<file path="config.mk">
export PLATFORM = sky130hd
export DESIGN_NAME = sme_aes_seq_flat
export DESIGN_NICKNAME = d
export VERILOG_FILES = /design/src/rtl/sme_aes_seq_if.sv /design/src/rtl/sme_aes_seq.sv /design/src/flat_wrapper.sv
export SDC_FILE = /design/constraint.sdc
export NUM_CORES = 1
export LEC_CHECK = 0
export CAP_MARGIN = 20
export CORE_AREA = 2 2 229 231
export DETAILED_ROUTE_END_ITERATION = 6
export DIE_AREA = 0 0 231 233
export SLEW_MARGIN = 20
export SYNTH_ARGS = -nofsm -noshare
export SYNTH_HDL_FRONTEND = slang
export SYNTH_SLANG_ARGS = --single-unit
</file>
<file path="constraint.sdc">
create_clock -name g_clk -period 4 [get_ports g_clk]
set_input_delay 1.2 -clock g_clk [delete_from_list [all_inputs] [get_ports g_clk]]
set_output_delay 1.2 -clock g_clk [all_outputs]
set_load 0.01 [all_outputs]
</file>
<file path="src/rtl/sme_aes_seq_if.sv">
// Request, response and sme_crypto-facing signals of the AES column sequencer.
// Share arrays are packed as [share][bit].
interface sme_aes_seq_if #(
    parameter int unsigned XLEN = 32,
    parameter int unsigned SMAX = 3
);
    logic                       flush;
    logic                       req_valid;
    logic                       req_ready;
    logic [1:0]                 req_op;
    logic [SMAX-1:0][XLEN-1:0]  req_rs1;
    logic [SMAX-1:0][XLEN-1:0]  req_rs2;
    logic                       rsp_valid;
    logic                       rsp_ready;
    logic [SMAX-1:0][XLEN-1:0]  rsp_rd;
    logic                       cry_valid;
    logic                       cry_ready;
    logic                       cry_flush;
    logic                       cry_op_aeses;
    logic                       cry_op_aesesm;
    logic                       cry_op_aesds;
    logic                       cry_op_aesdsm;
    logic [1:0]                 cry_bs;
    logic [SMAX-1:0][XLEN-1:0]  cry_rs1;
    logic [SMAX-1:0][XLEN-1:0]  cry_rs2;
    logic [SMAX-1:0][XLEN-1:0]  cry_rd;

    modport slave (
        input  flush, req_valid, req_op, req_rs1, req_rs2, rsp_ready, cry_ready, cry_rd,
        output req_ready, rsp_valid, rsp_rd, cry_valid, cry_flush,
               cry_op_aeses, cry_op_aesesm, cry_op_aesds, cry_op_aesdsm,
               cry_bs, cry_rs1, cry_rs2
    );

    modport master (
        output flush, req_valid, req_op, req_rs1, req_rs2, rsp_ready, cry_ready, cry_rd,
        input  req_ready, rsp_valid, rsp_rd, cry_valid, cry_flush,
               cry_op_aeses, cry_op_aesesm, cry_op_aesds, cry_op_aesdsm,
               cry_bs, cry_rs1, cry_rs2
    );
endinterface

</file>
<file path="src/rtl/sme_aes_seq.sv">
// Column-level sequencer: runs four byte-select steps through sme_crypto,
// chaining each masked result into the next step's rs1, all share-wise.
module sme_aes_seq #(
    parameter int unsigned XLEN = 32,
    parameter int unsigned SMAX = 3
) (
    input  logic         g_clk,
    input  logic         g_resetn,
    sme_aes_seq_if.slave bus
);
    typedef enum logic [1:0] {
        IDLE,
        STEP,
        DONE
    } state_t;

    typedef logic [SMAX-1:0][XLEN-1:0] shares_t;

    state_t     state_q, state_d;
    logic [1:0] step_q, step_d;
    logic [1:0] op_q, op_d;
    shares_t    acc_q, acc_d;
    shares_t    src_q, src_d;

    always_ff @(posedge g_clk) begin
        if (!g_resetn) begin
            state_q <= IDLE;
            step_q  <= '0;
            op_q    <= '0;
            acc_q   <= '0;
            src_q   <= '0;
        end else begin
            state_q <= state_d;
            step_q  <= step_d;
            op_q    <= op_d;
            acc_q   <= acc_d;
            src_q   <= src_d;
        end
    end

    always_comb begin
        state_d           = state_q;
        step_d            = step_q;
        op_d              = op_q;
        acc_d             = acc_q;
        src_d             = src_q;
        bus.req_ready     = 1'b0;
        bus.rsp_valid     = 1'b0;
        bus.cry_valid     = 1'b0;
        bus.cry_op_aeses  = 1'b0;
        bus.cry_op_aesesm = 1'b0;
        bus.cry_op_aesds  = 1'b0;
        bus.cry_op_aesdsm = 1'b0;

        case (state_q)
            IDLE: begin
                bus.req_ready = 1'b1;
                if (bus.req_valid) begin
                    op_d    = bus.req_op;
                    src_d   = bus.req_rs2;
                    acc_d   = bus.req_rs1;
                    step_d  = '0;
                    state_d = STEP;
                end
            end
            STEP: begin
                bus.cry_valid     = 1'b1;
                bus.cry_op_aeses  = (op_q == 2'd0);
                bus.cry_op_aesesm = (op_q == 2'd1);
                bus.cry_op_aesds  = (op_q == 2'd2);
                bus.cry_op_aesdsm = (op_q == 2'd3);
                if (bus.cry_ready) begin
                    acc_d = bus.cry_rd;
                    if (step_q == 2'd3) begin
                        state_d = DONE;
                    end else begin
                        step_d = step_q + 2'd1;
                    end
                end
            end
            DONE: begin
                bus.rsp_valid = 1'b1;
                if (bus.rsp_ready) begin
                    state_d = IDLE;
                end
            end
            default: state_d = IDLE;
        endcase

        // Flush overrides every update above: only the state and step counter move.
        if (bus.flush) begin
            state_d = IDLE;
            step_d  = '0;
            op_d    = op_q;
            acc_d   = acc_q;
            src_d   = src_q;
        end
    end

    assign bus.cry_flush = bus.flush;
    assign bus.cry_bs    = step_q;
    assign bus.cry_rs1   = acc_q;
    assign bus.cry_rs2   = src_q;
    assign bus.rsp_rd    = acc_q;

endmodule

</file>
<file path="src/flat_wrapper.sv">
// flat-port wrapper written by rule: the top's interface ports become plain ports
module sme_aes_seq_flat 
#(
    parameter int unsigned XLEN = 32,
    parameter int unsigned SMAX = 3
)
  (g_clk, g_resetn, bus_flush, bus_req_valid, bus_req_op, bus_req_rs1, bus_req_rs2, bus_rsp_ready, bus_cry_ready, bus_cry_rd, bus_req_ready, bus_rsp_valid, bus_rsp_rd, bus_cry_valid, bus_cry_flush, bus_cry_op_aeses, bus_cry_op_aesesm, bus_cry_op_aesds, bus_cry_op_aesdsm, bus_cry_bs, bus_cry_rs1, bus_cry_rs2);
  sme_aes_seq_if #(.XLEN(XLEN), .SMAX(SMAX)) bus_i ();
  input  logic g_clk;
  input  logic g_resetn;
  input wire logic [$bits(bus_i.flush)-1:0] bus_flush;
  input wire logic [$bits(bus_i.req_valid)-1:0] bus_req_valid;
  input wire logic [$bits(bus_i.req_op)-1:0] bus_req_op;
  input wire logic [$bits(bus_i.req_rs1)-1:0] bus_req_rs1;
  input wire logic [$bits(bus_i.req_rs2)-1:0] bus_req_rs2;
  input wire logic [$bits(bus_i.rsp_ready)-1:0] bus_rsp_ready;
  input wire logic [$bits(bus_i.cry_ready)-1:0] bus_cry_ready;
  input wire logic [$bits(bus_i.cry_rd)-1:0] bus_cry_rd;
  output wire logic [$bits(bus_i.req_ready)-1:0] bus_req_ready;
  output wire logic [$bits(bus_i.rsp_valid)-1:0] bus_rsp_valid;
  output wire logic [$bits(bus_i.rsp_rd)-1:0] bus_rsp_rd;
  output wire logic [$bits(bus_i.cry_valid)-1:0] bus_cry_valid;
  output wire logic [$bits(bus_i.cry_flush)-1:0] bus_cry_flush;
  output wire logic [$bits(bus_i.cry_op_aeses)-1:0] bus_cry_op_aeses;
  output wire logic [$bits(bus_i.cry_op_aesesm)-1:0] bus_cry_op_aesesm;
  output wire logic [$bits(bus_i.cry_op_aesds)-1:0] bus_cry_op_aesds;
  output wire logic [$bits(bus_i.cry_op_aesdsm)-1:0] bus_cry_op_aesdsm;
  output wire logic [$bits(bus_i.cry_bs)-1:0] bus_cry_bs;
  output wire logic [$bits(bus_i.cry_rs1)-1:0] bus_cry_rs1;
  output wire logic [$bits(bus_i.cry_rs2)-1:0] bus_cry_rs2;
  assign bus_i.flush = bus_flush;
  assign bus_i.req_valid = bus_req_valid;
  assign bus_i.req_op = bus_req_op;
  assign bus_i.req_rs1 = bus_req_rs1;
  assign bus_i.req_rs2 = bus_req_rs2;
  assign bus_i.rsp_ready = bus_rsp_ready;
  assign bus_i.cry_ready = bus_cry_ready;
  assign bus_i.cry_rd = bus_cry_rd;
  assign bus_req_ready = bus_i.req_ready;
  assign bus_rsp_valid = bus_i.rsp_valid;
  assign bus_rsp_rd = bus_i.rsp_rd;
  assign bus_cry_valid = bus_i.cry_valid;
  assign bus_cry_flush = bus_i.cry_flush;
  assign bus_cry_op_aeses = bus_i.cry_op_aeses;
  assign bus_cry_op_aesesm = bus_i.cry_op_aesesm;
  assign bus_cry_op_aesds = bus_i.cry_op_aesds;
  assign bus_cry_op_aesdsm = bus_i.cry_op_aesdsm;
  assign bus_cry_bs = bus_i.cry_bs;
  assign bus_cry_rs1 = bus_i.cry_rs1;
  assign bus_cry_rs2 = bus_i.cry_rs2;
  sme_aes_seq #(.XLEN(XLEN), .SMAX(SMAX)) u_core (.g_clk(g_clk), .g_resetn(g_resetn), .bus(bus_i));
endmodule
</file>
Word-level counts from Yosys, hierarchy flattened
Cells that the tools add are included.
{ "totals": {"elab_cells": 50, "inputBits": 296, "ff_bits": 198} }
{ "op_classes": {"n_reduce_logical": 8, "addsub": 1, "mux": 19, "eq_ne": 11, "n_bitwise": 2} }
{ "ops": {"columns": ["cell", "count"], "rows": [
  ["$mux 96", 2],
  ["$pmux 96 s2", 1],
  ["$mux 2", 7],
  ["$reduce_and 4->1", 3],
  ["$eq 2x2->1 const B", 4],
  ["$ne 2x2->1 const B", 4],
  ["$mux 1", 7],
  ["$pmux 2 s3", 1],
  ["$eq 2x1->1 const B", 2],
  ["$logic_not 2->1", 2],
  ["$pmux 2 s2", 1],
  ["$reduce_and 3->1", 1],
  ["$add 2x1->2 const B", 1],
  ["$ne 2x1->1 const B", 1],
  ["$not 1->1", 2],
  ["$reduce_bool 2->1", 1],
  ["$reduce_or 2->1", 1]
]} }

Longest topological paths before layout
{ "depth": {"depth_word": 4, "ltp_mapped": 7, "mapped_depth_nobuf": 4} }

Worst setup path before layout
Ideal clock, no wire load.
{ "synth_timing": {"path_type": "input to output", "from": "in bus_flush", "to": "out bus_cry_flush", "path_buffers": 1, "t_required_ns": 2.800, "path_stages": 1, "arrival_time_ns": 1.319, "path_slack_ns": 1.481, "path_cell_list": "buf_4"} }
{ "synth_rtl": {"columns": ["item", "line_no", "rtl"], "rows": [
  ["start: declaration", "flat_wrapper.sv:11", "input wire logic [$bits(bus_i.flush)-1:0] bus_flush;"],
  ["end: declaration", "flat_wrapper.sv:23", "output wire logic [$bits(bus_i.cry_flush)-1:0] bus_cry_flush;"]
]} }
No word-level cell between the ends.

Worst setup path after layout
{ "layout_timing": {"from": "reg u_core.state_q[0]", "to": "out bus_cry_valid"} }
{ "layout_via": {"elab_chain_cells": 2} }
{ "layout_lines": {"columns": ["item", "line_no", "rtl"], "rows": [
  ["start: declaration", "sme_aes_seq.sv:19", "state_t state_q, state_d;"],
  ["start signal: assignment", "sme_aes_seq.sv:33", "state_q <= state_d;"],
  ["$eq 2x1->1", "sme_aes_seq.sv:55", "case (state_q)"],
  ["$mux 1", "sme_aes_seq.sv:55", null],
  ["end: declaration", "flat_wrapper.sv:22", "output wire logic [$bits(bus_i.cry_valid)-1:0] bus_cry_valid;"]
]} }
No other way between the ends.

==> impl_metrics.csv <==
group,metric,value,unit
outcome,status,"finished, final reports clean",
global_route,busiest_layer,"met2",
synth,synth_area_leader_cell,"dfxtp_1",
sta,holdWs,454,ps
clock_network,cts_buffers,17,
sta,finalSetupViolations,0,
placed_design,place_congestion,0.904,
floorplan,io_pins,594,
synth,yosysMostFrequentCell,"nand2_1",
synth,synth_ff_type,"dfxtp_1",
clock_network,postCtsSetupRepairBufs,0,
drt,drtIter0Drc,558,
min_path,min-delay-start,"u_core.bus.cry_rs2[10]$_SDFFE_PN0P_",
global_route,gr-usage-met3,4.04,%
clock_network,clock-root-buffer,"clkbuf_16",
min_path,hold_class,"reg -> reg",
setup_path,startpoint_type,"flop",
global_route,grt_pass1_wl,54900,um
setup_path,end_kind,"output pin",
cells_and_area,drive_above_1_share,3.61,%
synth,synthAdderAreaFrac,0.145,%
synth,ys_types,31,
drt,drt_pass1_iterations,4,
setup_path,cp_num_buf_inv,3,
clock_network,cts_resized,0,
drt,route.detailed.drc,0,
sta,rsz0062_at_grt,"no",
setup_path,crit_type,"reg -> out",
setup_path,crit_path_top_delay_cell,"clkdlybuf4s50_1",
sta,fin_ws,187,ps
synth,syn_area_per_cell,7.84,um2
synth,synth_top_area_share,45.9,%
floorplan,start_util,16.9,%
synth,synth_edf_count,0,
synth,synth_compound_area_share,21.5,%
global_route,use_met2,22.6,%
synth,synth_common_cells,"nand2_1 (391), dfxtp_1 (198), a21oi_1 (194)",
setup_path,crit_fanout,32,
setup_path,worstSetupStartpoint,"u_core.state_q[0]$_SDFFE_PP0P_",
clock_network,cts_tree,"yes",
sta,finalCritPeriodShare,95.3,%
synth,ys_top_cells_by_area,"dfxtp_1 (46%), nand2_1 (17%), a21oi_1 (11%)",
cells_and_area,final_cells,2230,
cells_and_area,synthToLayoutAreaGrowth,74.8,%
synth,yosys_warnings,0,
placed_design,dp_slack,558,ps
global_route,antenna_found_initial,0,
floorplan,die-area,0.0538,mm2
drt,routed_wl,38800,um
power,p_leak,5.27,nW
clock_network,cts_buffer_depth,2,
clock_network,cts_hold_buf,0,
sta,slew_headroom,39.3,%
synth,synth_cells,1102,
sta,worst_slew_pin_slew,910,ps
clock_network,clk_latency,500,ps
setup_path,r2r-start,"u_core.state_q[1]$_SDFFE_PP0P_",
power,vdd_ir_drop_max,0.335,mV
floorplan,rows,83,
placed_design,port_buffers,593,
synth,synth_area,0.00864,mm2
global_route,grtUsageMet1,16.8,%
synth,synthArstFlopShare,0,%
synth,ys_ff_latch,198,
floorplan,chipHeight,233,um
clock_network,clkTransAtPathRegs,80,ps
placed_design,dp_hpwl,27900,um
setup_path,cp_data_required_time,2800,ps
setup_path,arrival,2610,ps
global_route,grt.overflow.total,0,
setup_path,critical_path.top_delay_family,"buffers and inverters",
global_route,grt_pass1_vias,8781,
placed_design,dpl.cell_count,2197,
floorplan,coreArea,0.0511,mm2
drt,post_drt_via_cell_ratio,4.19,
synth,synthXorXnorAreaFrac,0,%
clock_network,cts.sinks,198,
synth,synth_top_family_by_area,"compound AO/OA/AOI/OAI gates",
sta,fmax,262,MHz
setup_path,crit_chain,"nand2b_4 -> clkinv_2 -> buf_4 -> clkdlybuf4s50_1",
power,power_density,348,mW/mm2
synth,synth-simple-area-share,18.4,%
cells_and_area,antenna_cells,0,
synth,syn-num-nets,1399,
global_route,grt_max_degree,99,
sta,min_period,3810,ps
drt,vias,9347,
flow_run,maxCapViolCount,0,
global_route,grtUsageTotal,13.7,%
cells_and_area,nets,1834,
drt,antenna_left,0,
synth,seq_area_frac_synth,45.9,%
synth,synthMuxAreaShare,0.174,%
clock_network,cts_htree_levels,4,
sta,slew_violations,0,
drt,drt-wirelength-per-cell,17.4,um
floorplan,die_w,231,um
sta,fin_worst_skew,11.2,ps
sta,hold_violations,0,
sta,finalSetupTns,0,ps
setup_path,crit_path_max_incr_delay,640,ps
-- worst register-to-register path, delay by kind of cell (launching register included) --
family,cells,cell delay [ps]
DFF,1,560
buffers and inverters,1,700
AOI/OAI and AO/OA,1,320
and+or+nand+nor,2,870
-- state kept, by name, summed over array words and instances, names as in the netlist --
register / count
u_core.state_q: 2
u_core.bus.cry_bs: 2
u_core.bus.cry_rs1: 96
u_core.bus.cry_rs2: 96
u_core.op_q: 2
-- where the power goes --
group	internal (W)	switching (W)	leakage (nW)
combinational	0.000688	0.000494	3.34
clock	0.000976	0.000906	0.303
sequential	0.00209	0.000105	1.62
-- path summary, 6_finish.rpt --
path | slack (ps) | cells past startpoint | end
hold / removal | 450 | 2 | u_core.bus.cry_rs2[10]$_SDFFE_PN0P_
setup reg to reg | 1470 | 4 | u_core.bus.cry_rs1[4]$_SDFFE_PN0P_
hold reg to reg | 450 | 2 | u_core.bus.cry_rs2[10]$_SDFFE_PN0P_
setup / recovery | 190 | 4 | bus_cry_valid
-- final cells by class --
| type | instances | area (um2) |
|---|---|---|
| clock inverter | 13 | 163 |
| inverter | 5 | 25.0 |
| fill | 5482 | 36000 |
| multi-input combinational | 706 | 3490 |
| sequential | 198 | 3960 |
| timing repair buffer | 609 | 6150 |
| tap | 680 | 851 |
| clock buffer | 19 | 453 |
-- through the flow --
| stage | util, % | area [um2] | total power, W |
|---|---|---|---|
| 2_1_floorplan | - | 8640 | 0.00272 |
| 3_3_place_gp | 28.3 | 14500 | 0.00342 |
| 3_5_place_dp | 28.3 | 14500 | 0.00343 |
| 4_1_cts | 29.5 | 15100 | 0.00535 |
| 5_1_grt | 29.6 | 15100 | 0.00550 |
| 6_report | 29.6 | 15100 | 0.00526 |
-- kinds of logic after synthesis --
| kind of cell | count (synthesis) |
|---|---|
| and+or+nand+nor | 408 |
| DFF | 198 |
| muxes | 1 |
| AOI/OAI and AO/OA | 296 |
| buffers and inverters | 198 |
| adders and majority gates | 1 |
-- layout by cell type, fill, tap and decap left out, drive strengths merged, types with 4 or more instances in the layout --
cell           instances
clkdlybuf4s50        593
a21oi                194
a311oi                96
buf                   16
inv                   10
nor2                   4
clkinv                 5
nand2                391
dfxtp                198
clkbuf                19
-- metal layers --
metal	part of all wire, %	vias up
met5	0	-
met3	7.1	48
met2	49	361
li1	-	4530
met1	42	4408
met4	2.0	0
No activity file was read; power rests on OpenSTA's default activity.
